`config.mk`:
```
export PLATFORM = sky130hd
export DESIGN_NAME = generador_seleccion_flat
export DESIGN_NICKNAME = d
export VERILOG_FILES = /design/src/rtl/generador_seleccion_pkg.sv /design/src/rtl/generador_seleccion_if.sv /design/src/rtl/generador_seleccion_antirrebote.sv /design/src/rtl/generador_seleccion.sv /design/src/flat_wrapper.sv
export SDC_FILE = /design/constraint.sdc
export NUM_CORES = 1
export LEC_CHECK = 0
export ABC_AREA = 1
export BUFFER_PORTS_ARGS = -buffer_cell sky130_fd_sc_hd__buf_2
export CAP_MARGIN = 5
export CORE_UTILIZATION = 60
export DETAILED_ROUTE_END_ITERATION = 8
export PLACE_DENSITY = 0.78
export RECOVER_POWER = 25
export SKIP_CTS_REPAIR_TIMING = 1
export SLEW_MARGIN = 40
export SYNTH_ARGS = -nofsm -noshare
export SYNTH_HDL_FRONTEND = slang
export SYNTH_SLANG_ARGS = --single-unit
```
`constraint.sdc`:
```
create_clock -name clk -period 1.8 [get_ports clk]
set_input_delay 0.27 -clock clk [delete_from_list [all_inputs] [get_ports clk]]
set_output_delay 0.27 -clock clk [all_outputs]
set_load 0.005 [all_outputs]
```
`src/rtl/generador_seleccion_pkg.sv`:
```
// Shared settings for the select generator and the other lab blocks:
// FSM state encoding, default debounce/period values and a counter-width helper.
package generador_seleccion_pkg;

  localparam logic [0:0] MANUAL = 1'b0;
  localparam logic [0:0] AUTO   = 1'b1;

  localparam int unsigned DEBOUNCE_CYCLES_DEF = 16;
  localparam int unsigned AUTO_PERIOD_DEF     = 50_000_000;

  // Width of a counter that must reach n-1, never narrower than one bit.
  function automatic int unsigned ancho_contador(input int unsigned n);
    return (n > 1) ? $clog2(n) : 1;
  endfunction

endpackage

```
`src/rtl/generador_seleccion_if.sv`:
```
// Button/switch inputs and select outputs of the select generator, bundled
// so the driving side and the generator share one port list.
interface generador_seleccion_if;

  logic boton;
  logic modo_auto;
  logic habilitar;
  logic seleccion;
  logic cambio;
  logic boton_limpio;

  modport master (
    output boton, modo_auto, habilitar,
    input  seleccion, cambio, boton_limpio
  );

  modport slave (
    input  boton, modo_auto, habilitar,
    output seleccion, cambio, boton_limpio
  );

endinterface

```
`src/rtl/generador_seleccion_antirrebote.sv`:
```
// Reusable pushbutton conditioner: 2-flop synchronizer followed by a counter
// that accepts a new level only after DEBOUNCE_CYCLES consecutive stable cycles.
module antirrebote
  import generador_seleccion_pkg::*;
#(
  parameter int unsigned DEBOUNCE_CYCLES = DEBOUNCE_CYCLES_DEF
) (
  input  logic clk,
  input  logic rst,
  input  logic entrada,
  output logic salida
);

  localparam int unsigned    CW      = ancho_contador(DEBOUNCE_CYCLES);
  localparam logic [CW-1:0]  CNT_MAX = CW'(DEBOUNCE_CYCLES - 1);

  logic          r_sync1;
  logic          r_sync2;
  logic          r_salida;
  logic [CW-1:0] r_cnt;

  // NOTE: non-blocking assignments so every flop in this block samples pre-edge values.
  always_ff @(posedge clk) begin
    if (rst) begin
      r_sync1  <= 1'b0;
      r_sync2  <= 1'b0;
      r_salida <= 1'b0;
      r_cnt    <= '0;
    end else begin
      r_sync1 <= entrada;
      r_sync2 <= r_sync1;
      if (r_sync2 != r_salida) begin
        if (r_cnt == CNT_MAX) begin
          r_salida <= r_sync2;
          r_cnt    <= '0;
        end else begin
          r_cnt <= r_cnt + CW'(1);
        end
      end else begin
        r_cnt <= '0;
      end
    end
  end

  assign salida = r_salida;

endmodule

```
`src/rtl/generador_seleccion.sv`:
```
// Drives the 2:1 mux select: toggles on clean presses in MANUAL mode and
// alternates every AUTO_PERIOD enabled cycles in AUTO mode.
module generador_seleccion
  import generador_seleccion_pkg::*;
#(
  parameter int unsigned DEBOUNCE_CYCLES = DEBOUNCE_CYCLES_DEF,
  parameter int unsigned AUTO_PERIOD     = AUTO_PERIOD_DEF
) (
  input  logic                  clk,
  input  logic                  rst,
  generador_seleccion_if.slave  bus
);

  localparam int unsigned   PW      = ancho_contador(AUTO_PERIOD);
  localparam logic [PW-1:0] PER_MAX = PW'(AUTO_PERIOD - 1);

  logic          w_boton_limpio;
  logic          r_boton_limpio_d;
  logic          w_press;
  logic          r_modo_s1;
  logic          r_modo_s2;
  logic [0:0]    r_estado;
  logic [PW-1:0] r_periodo;
  logic [PW-1:0] w_periodo_next;
  logic          w_toggle;
  logic          r_seleccion;
  logic          r_cambio;

  antirrebote #(
    .DEBOUNCE_CYCLES (DEBOUNCE_CYCLES)
  ) u_antirrebote (
    .clk     (clk),
    .rst     (rst),
    .entrada (bus.boton),
    .salida  (w_boton_limpio)
  );

  assign w_press = w_boton_limpio & ~r_boton_limpio_d;

  // A press and a period expiry in the same cycle share one toggle and one counter clear.
  // NOTE: every always_comb output gets a default first, so no path can infer a latch.
  always_comb begin
    w_toggle       = 1'b0;
    w_periodo_next = r_periodo;
    if (r_estado == AUTO) begin
      if (bus.habilitar) begin
        if (w_press || (r_periodo == PER_MAX)) begin
          w_toggle       = 1'b1;
          w_periodo_next = '0;
        end else begin
          w_periodo_next = r_periodo + PW'(1);
        end
      end
    end else begin
      w_toggle       = bus.habilitar & w_press;
      w_periodo_next = '0;
    end
  end

  always_ff @(posedge clk) begin
    if (rst) begin
      r_modo_s1        <= 1'b0;
      r_modo_s2        <= 1'b0;
      r_estado         <= MANUAL;
      r_boton_limpio_d <= 1'b0;
      r_periodo        <= '0;
      r_seleccion      <= 1'b0;
      r_cambio         <= 1'b0;
    end else begin
      r_modo_s1        <= bus.modo_auto;
      r_modo_s2        <= r_modo_s1;
      r_estado         <= r_modo_s2 ? AUTO : MANUAL;
      r_boton_limpio_d <= w_boton_limpio;
      r_periodo        <= w_periodo_next;
      r_seleccion      <= r_seleccion ^ w_toggle;
      r_cambio         <= w_toggle;
    end
  end

  assign bus.seleccion    = r_seleccion;
  assign bus.cambio       = r_cambio;
  assign bus.boton_limpio = w_boton_limpio;

endmodule

```
`src/flat_wrapper.sv`:
```
// flat-port wrapper written by rule: the top's interface ports become plain ports
module generador_seleccion_flat import generador_seleccion_pkg::*;
#(
  parameter int unsigned DEBOUNCE_CYCLES = DEBOUNCE_CYCLES_DEF,
  parameter int unsigned AUTO_PERIOD     = AUTO_PERIOD_DEF
)
  (clk, rst, bus_boton, bus_modo_auto, bus_habilitar, bus_seleccion, bus_cambio, bus_boton_limpio);
  generador_seleccion_if bus_i ();
  input  logic clk;
  input  logic rst;
  input wire logic [$bits(bus_i.boton)-1:0] bus_boton;
  input wire logic [$bits(bus_i.modo_auto)-1:0] bus_modo_auto;
  input wire logic [$bits(bus_i.habilitar)-1:0] bus_habilitar;
  output wire logic [$bits(bus_i.seleccion)-1:0] bus_seleccion;
  output wire logic [$bits(bus_i.cambio)-1:0] bus_cambio;
  output wire logic [$bits(bus_i.boton_limpio)-1:0] bus_boton_limpio;
  assign bus_i.boton = bus_boton;
  assign bus_i.modo_auto = bus_modo_auto;
  assign bus_i.habilitar = bus_habilitar;
  assign bus_seleccion = bus_i.seleccion;
  assign bus_cambio = bus_i.cambio;
  assign bus_boton_limpio = bus_i.boton_limpio;
  generador_seleccion #(.DEBOUNCE_CYCLES(DEBOUNCE_CYCLES), .AUTO_PERIOD(AUTO_PERIOD)) u_core (.clk(clk), .rst(rst), .bus(bus_i));
endmodule
```
[Word-level counts from Yosys, hierarchy flattened]
Index checks and enable logic that the tools add are counted.
Widths: inputs -> output; s select.
Storage, ports and cells
  word-level logic and storage cells: 31
  register bits: 39
  output and inout bits: 3
  input bits: 5
Operators by class
  add/sub/neg operators: 2
  bitwise operators: 6
  equal/unequal tests: 3
  multiplexer cells: 5
  reductions and logical operators: 4
Operator list (number)
  $add 26x1->26 const B: 1
  $eq 26x26->1 const B: 1
  $mux 26: 1
  $add 4x1->4 const B: 1
  $eq 4x4->1 const B: 1
  $mux 1: 4
  $not 1->1: 3
  $reduce_or 3->1: 1
  $and 1x1->1: 2
  $reduce_and 2->1: 1
  $reduce_or 2->1: 1
  $logic_or 1x1->1: 1
  $ne 1x1->1: 1
  $xor 1x1->1: 1

[Logic depth before layout (Yosys ltp)]
Gate-level depths: netlist (run 1).
  depth in word-level cells: 7
  mapped depth: 11
  depth with buffers taken out: 11

[Modules after synthesis]
From an unflattened synthesis (run 1), not the netlist that was laid out.
Second synthesis, totals
  cell total of the unflattened synthesis: 273
  area total of the unflattened synthesis: 1974.4 sq um
By module, submodules not included
  generador_seleccion: times used 1, cells an instance 239, area an instance 1702.9 sq um
  antirrebote: times used 1, cells an instance 34, area an instance 271.5 sq um

[Least setup slack after synthesis (run 1)]
No wires, ideal clock.
  kind: register to register
  start point: reg u_core.r_periodo[0]
  end point: reg u_core.r_periodo[22]
  path buffers: 1
  data arrival time: 1.304 ns
  period minus slack after synthesis: 1.419 ns
  setup slack: 0.381 ns
  stages on the path, launching flop included: 12
  data required time: 1.685 ns
  setup time: 0.115 ns
  path through: dfxtp_1 -> ha_1 -> nand2_1 -> nor2_1 -> nand2_1 -> nor2_1 -> nand2_1 -> nand2_2 -> nand2_2 -> nand2_4 -> buf_6 -> nor2_1
Between the ends
  longest elaborated chain between the ends: 3
  elaborated cells on any way between the ends: 4
  those cells by class: add/sub (1); eq/ne (1); mux (1); reduce/logical (1)
Ends and longest elaborated chain
  from (decl): RTL line generador_seleccion.sv:23  | logic [PW-1:0] r_periodo;
  from (signal assigned): RTL line generador_seleccion.sv:74  | r_periodo <= w_periodo_next;
  parallel branches: the longest is 2 deep, another holds $add 26x1->26
  $mux 26 (*): RTL line generador_seleccion.sv:47  | if (w_press || (r_periodo == PER_MAX)) begin
Mark *: on every way between the ends.
A chain may end at the register's enable or synchronous reset.

[Final worst setup path (run 1)]
  start point: reg u_core.r_periodo[1]
  end point: reg u_core.r_periodo[20]
Same word-level chain as after synthesis.

==> results of run 1 <==
-- stage by stage --
step	setup WS, ps	util [%]	hold WS, ps	instances	power [µW]
finish	192	67.6	125	319	1400
global route	0.405	67.6	103	319	1460
CTS	169	67.6	118	319	1410
detailed placement	194	65.4	397	311	920
global placement	246	65.4	393	311	919
floorplan	381	-	377	264	914
-- area by class of cell --
class,count,area (µm²)
flip-flops and latches,39,782
inverters,31,119
well taps,44,55.1
clock buffers,8,68.8
repair buffers,7,33.8
multi-input cells,190,1010
fillers,277,988
-- power breakdown --
| group | leakage, µW | internal, µW | switching [µW] |
|---|---|---|---|
| Combinational | 0.000356 | 9.05 | 19.0 |
| Sequential | 0.000316 | 868 | 2.36 |
| Clock | 0.0000386 | 230 | 273 |
-- registers in the layout, summed over array words and instances, names as in the netlist --
name	cells
u_core.r_modo_s1	1
u_core.r_boton_limpio_d	1
u_core.u_antirrebote.r_cnt	4
u_core.r_periodo	26
u_core.u_antirrebote.salida	1
u_core.u_antirrebote.r_sync2	1
u_core.r_modo_s2	1
u_core.r_estado	1
u_core.bus.seleccion	1
u_core.u_antirrebote.r_sync1	1
u_core.bus.cambio	1
-- cells in the mapped netlist (3+ instances only) --
cell     instances
or2_2            3
nand2_2          3
dfxtp_1         39
a21oi_1          5
nand3_1         15
o21ai_0          3
nand4_1          7
nor2_4           3
xnor2_1          3
nor2_2           9
buf_6            3
xor2_1          10
nand2_1         48
inv_1           29
nor2_1          55
nor3_1           6
nand3_2          4
-- worst paths after layout --
check                            from              endpoint  slack, ps  cells past startpoint
setup / recovery  u_core.r_periodo[1]  u_core.r_periodo[20]        190                     10
hold / removal          bus_modo_auto      u_core.r_modo_s1        130                      3
setup reg to reg  u_core.r_periodo[1]  u_core.r_periodo[20]        190                     10
hold reg to reg      u_core.r_modo_s2       u_core.r_estado        410                      2
-- kinds of logic (layout without fill, tap and decap cells) --
logic type / count (synthesis) / in the layout / synth area share, %
AND/OR/NAND/NOR: 162 / 162 / 40.6
flip-flops: 39 / 39 / 40.2
buffers and inverters: 35 / 46 / 8.05
AO/OA/AOI/OAI: 13 / 13 / 3.99
XOR/XNOR: 13 / 13 / 5.86
adder cells (fa/ha/maj): 2 / 2 / 1.29
-- metal layers --
layer	track usage, %	part of all wire, %	wire length (µm)	up-vias
met5	0	0	0	-
met4	8.84	2.2	75	0
met3	6.59	2.8	97	7
met1	29.9	49	1670	711
met2	37.7	46	1580	14
li1	-	-	-	849
-- worst max-delay path: stages, from the launching register on --
cell and delay (ps):
dfxtp_1 380, ha_1 210, nand3_2 120, nor2_1 160
nand2_1 110, nor2_4 140, nand3_2 120, nor2_1 110
nand2_1 60, nand2_1 70, nor2_2 30
==> qor.yml, run 1 <==
status:
  status: "finished, final reports clean"
timing:
  finClkSkew_ps: 7.32
  fin_crit_ps: 1610
  slew_headroom_pct: 77.2
  hold_viol_final: 0
  fmax_ghz: 0.622
  setup_violations: 0
  fin_crit_sh_pct: 89.3
  fin_setup_tns_ps: 0
  slew_violations: 0
  rsz0062_at_grt: "no"
  tightestPinTransition_ps: 339
drt:
  post-route-drc-count: 0
  wl_per_cell_um: 10.7
  vias: 1581
  detail_route.iter0.violations: 57
  drt_wl_total_um: 3420
  vias_per_cell: 4.96
  final_antenna_net_count: 0
  first_pass_iters: 4
clock_tree:
  clk_pin_slew_worst_paths_ps: 100
  cts.htree.levels: 2
  cts_sinks: 39
  cts-root-buf: "clkbuf_4"
  cts_buffer_depth: 2
  cts_tree: "built"
  insertion_delay_ps: 340
  cts_made_buffers: 5
worst_setup_path:
  required_ps: 2040
  crit_path_end_kind: "flip-flop"
  path_class: "flip-flop to flip-flop"
  crit_fanout: 3
  critPathLaunchType: "flip-flop"
  arrival_ps: 1840
power_and_ir_drop:
  irDropWorstVdd_mv: 0.467
  power.leakage_uw: 0.000710
  p_per_area_mw_per_mm2: 679
grt:
  grt_max_degree: 26
  track_usage_pct: 23.5
  grt_pass1_wl_um: 6210
  grt.overflow.total: 0
  grt_pass1_vias: 1491
  antenna_found_initial: 0
yosys:
  netlist_area_mm2: 0.00194
  ys.flop_type: "dfxtp_1"
  ys_types: 31
  ys_ff_latch: 39
  ys_async_sr_fraction_pct: 0
  netlist_top_cells_area: "dfxtp_1, nor2_1, nand2_1"
  yosysTopAreaCell: "dfxtp_1"
  syn-num-nets: 271
  seq_area_frac_synth_pct: 40.2
  yosys.area.top_type_share_pct: 40.2
  syn_avg_cell_area_um2: 7.36
  synth-warning-count: 0
  synth_edf_count: 0
  synth_cells: 264
final_layout:
  syn2layout_area_growth_pct: 6.25
  final_area_mm2: 0.00206
  drive_gt1_share_pct: 16.0
  insertedDiodeCount: 0
  final_common_cell: "nor2_1"
  nets: 281
  layout_common_cells: "nor2_1, nand2_1, dfxtp_1"
run:
  maxCapViolations: 0
floorplanning:
  die_area_mm2: 0.00347
  fp.coreArea_mm2: 0.00305
  die_h_um: 58.9
  die_width_um: 58.9
  ios: 8
  start_util_pct: 63.6
  num_rows: 20
placed_design:
  hpwl_um: 2630
  place_area_mm2: 0.00200
  gp_congestion: 0.866
  port_buffers: 7
hold_path:
  hp-class: "input port to flip-flop"
(Power assumes the default switching activity.)
==> run 2: changes to the inputs <==
--- a/config.mk
+++ b/config.mk
@@ -9,6 +9,7 @@
 export BUFFER_PORTS_ARGS = -buffer_cell sky130_fd_sc_hd__buf_2
 export CAP_MARGIN = 5
 export CORE_UTILIZATION = 60
+export CTS_BUF_LIST = sky130_fd_sc_hd__clkbuf_4
 export DETAILED_ROUTE_END_ITERATION = 8
 export PLACE_DENSITY = 0.78
 export RECOVER_POWER = 25
==> run 2 against run 1 <==
  * Register-to-register slack is essentially flat
  * Maximum frequency increased by 0.26%
  * First-iteration DRC count fell by 5.3%
  * Clock-buffer cell count is 2 lower
  * Combinational power is essentially flat
  * Sequential share of layout area is 0.25 points higher
  * Total power down 5.1%
  * Routed wire length about the same
  * Largest cell class unchanged
==> qor.yml, run 2 (synthesis results as in run 1) <==
drt:
  drt_wl_total_um: 3420  # about the same
  vias_per_cell: 4.97  # +0.19%
  post-route-drc-count: 0  # unchanged
  wl_per_cell_um: 10.7  # about the same
  vias: 1584  # +0.19%
  detail_route.iter0.violations: 54  # -5.3%
  final_antenna_net_count: 0  # unchanged
  first_pass_iters: 4  # unchanged
clock_tree:
  cts_sinks: 39  # unchanged
  cts_made_buffers: 5  # unchanged
  cts-root-buf: "clkbuf_4"
  cts.htree.levels: 2  # unchanged
  insertion_delay_ps: 340  # about the same
  cts_tree: "built"
  cts_buffer_depth: 2  # unchanged
  clk_pin_slew_worst_paths_ps: 110  # about the same
final_layout:
  utilization_pct: 67.2  # -0.45 points
  final_common_cell: "nor2_1"
  layout_common_cells: "nor2_1, nand2_1, dfxtp_1"
  drive_gt1_share_pct: 16.0  # unchanged
  largest_register_ffs: 26  # unchanged
  largestRegisters: "u_core.r_periodo: 26 flops, u_core.u_antirrebote.r_cnt: 4 flops"
  syn2layout_area_growth_pct: 5.54
  insertedDiodeCount: 0  # unchanged
  nets: 281  # unchanged
  top_register: "u_core.r_periodo"
floorplanning:
  die_area_mm2: 0.00347  # unchanged
  start_util_pct: 63.6  # unchanged
  fp.coreArea_mm2: 0.00305  # unchanged
  die_h_um: 58.9  # unchanged
  die_width_um: 58.9  # unchanged
  ios: 8  # unchanged
  num_rows: 20  # unchanged
status:
  status: "finished, final reports clean"
power_and_ir_drop:
  power.leakage_uw: 0.000699  # -1.5%
  p_per_area_mw_per_mm2: 648  # -4.5%
  irDropWorstVdd_mv: 0.435  # -6.8%
  finalPower_uw: 1330  # -5.1%
timing:
  slew_violations: 0  # unchanged
  setup_slack_ps: 197  # +4.18 ps
  hold_viol_final: 0  # unchanged
  fin_crit_sh_pct: 89.1  # -0.23 points
  finClkSkew_ps: 4.77  # -2.55 ps
  fin_setup_tns_ps: 0  # unchanged
  slew_headroom_pct: 77.3  # +0.16 points
  fmax_ghz: 0.624  # +0.26%
  fin_crit_ps: 1600  # -4.18 ps
  rsz0062_at_grt: "no"
  tightestPinTransition_ps: 337  # -2.32 ps
  setup_violations: 0  # unchanged
grt:
  grt_max_degree: 26  # unchanged
  grt_busiest_layer: "met2"
  grt_use_met1_pct: 29.9  # -0.041 points
  grt_pass1_wl_um: 6150  # -0.90%
  gr-usage-met3_pct: 7.91  # +1.3 points
  track_usage_pct: 23.6  # +0.082 points
  antenna_found_initial: 0  # unchanged
  grt.overflow.total: 0  # unchanged
  grt_use_met2_pct: 37.8  # +0.16 points
  grt_pass1_vias: 1472  # -1.3%
run:
  maxCapViolations: 0  # unchanged
worst_setup_path:
  critPathMaxStageDelay_ps: 380  # about the same
  arrival_ps: 1840  # about the same
  crit_path_end_kind: "flip-flop"
  path_cells: "ha_2, nand3_2, nor2_1, nand2_1, nor2_4, nand3_2, nor2_1, nand2_1, nand2_1, nor2_2"
  regToRegEndpoint: "u_core.r_periodo[20]"
  reg2reg_setup_slack_ps: 200  # about the same
  path_class: "flip-flop to flip-flop"
  crit_fanout: 3  # unchanged
  crit_family: "simple AND/OR/NAND/NOR gates"
  ff2ff_path_depth: 10  # unchanged
  crit_top_cell: "nand2_1"
  rr_startpoint: "u_core.r_periodo[1]"
  critPathSlowestCell: "dfxtp_1"
  critPathLaunchType: "flip-flop"
  required_ps: 2030  # about the same
  critPathBufInv: 0  # unchanged
hold_path:
  hp-class: "input port to flip-flop"
  worstHoldStart: "bus_modo_auto"
  worstHoldEndpoint: "u_core.r_modo_s1"
  hold_path_depth: 3  # unchanged
placed_design:
  port_buffers: 7  # unchanged
  pre_cts_slack_ps: 194  # unchanged
  gp_congestion: 0.866  # unchanged
  hpwl_um: 2630  # unchanged
## run 2: worst max-delay path by stage
stage	startpoint	depth (start not counted)	slack, ps	endpoint
2_1_floorplan	u_core.r_periodo[0]	11	380	u_core.r_periodo[22]
3_3_place_gp	u_core.r_periodo[0]	10	250	u_core.r_periodo[17]
3_5_place_dp	u_core.r_periodo[0]	10	190	u_core.r_periodo[13]
4_1_cts	u_core.r_periodo[0]	10	170	u_core.r_periodo[20]
5_1_grt	u_core.r_periodo[1]	10	10	u_core.r_periodo[20]
6_report	u_core.r_periodo[1]	10	200	u_core.r_periodo[20]
## run 2: tightest hold or removal path, stage by stage
cell	delay [ps]
buf_2	100
inv_1	40
nor2_1	30
## run 2: area by class of cell
cell class / instances / area, µm²
multi-input cells: 190 / 1010
fillers: 282 / 1000
flip-flops and latches: 39 / 782
inverters: 31 / 119
well taps: 44 / 55.1
clock buffers: 6 / 45.0
repair buffers: 7 / 33.8
clock inverters: 2 / 7.51
## run 2: power breakdown
part / switching (µW) / internal [µW]
logic: 19.0 / 9.07
clock network: 271 / 160
registers: 2.40 / 868
total: 292 / 1040
## run 2: routing by layer
layer  up-vias  part of all wire, %
met5         -                    0
met4         0                  1.3
met3         4                  3.0
met2        21                   47
met1       708                   49
li1        851                    -
## run 2: stage by stage
stage,instance area (µm²),hold WS (ps),cells
6_report,2050,125,319
3_3_place_gp,2000,393,311
5_1_grt,2050,94.2,319
2_1_floorplan,1940,377,264
3_5_place_dp,2000,397,311
4_1_cts,2050,118,319
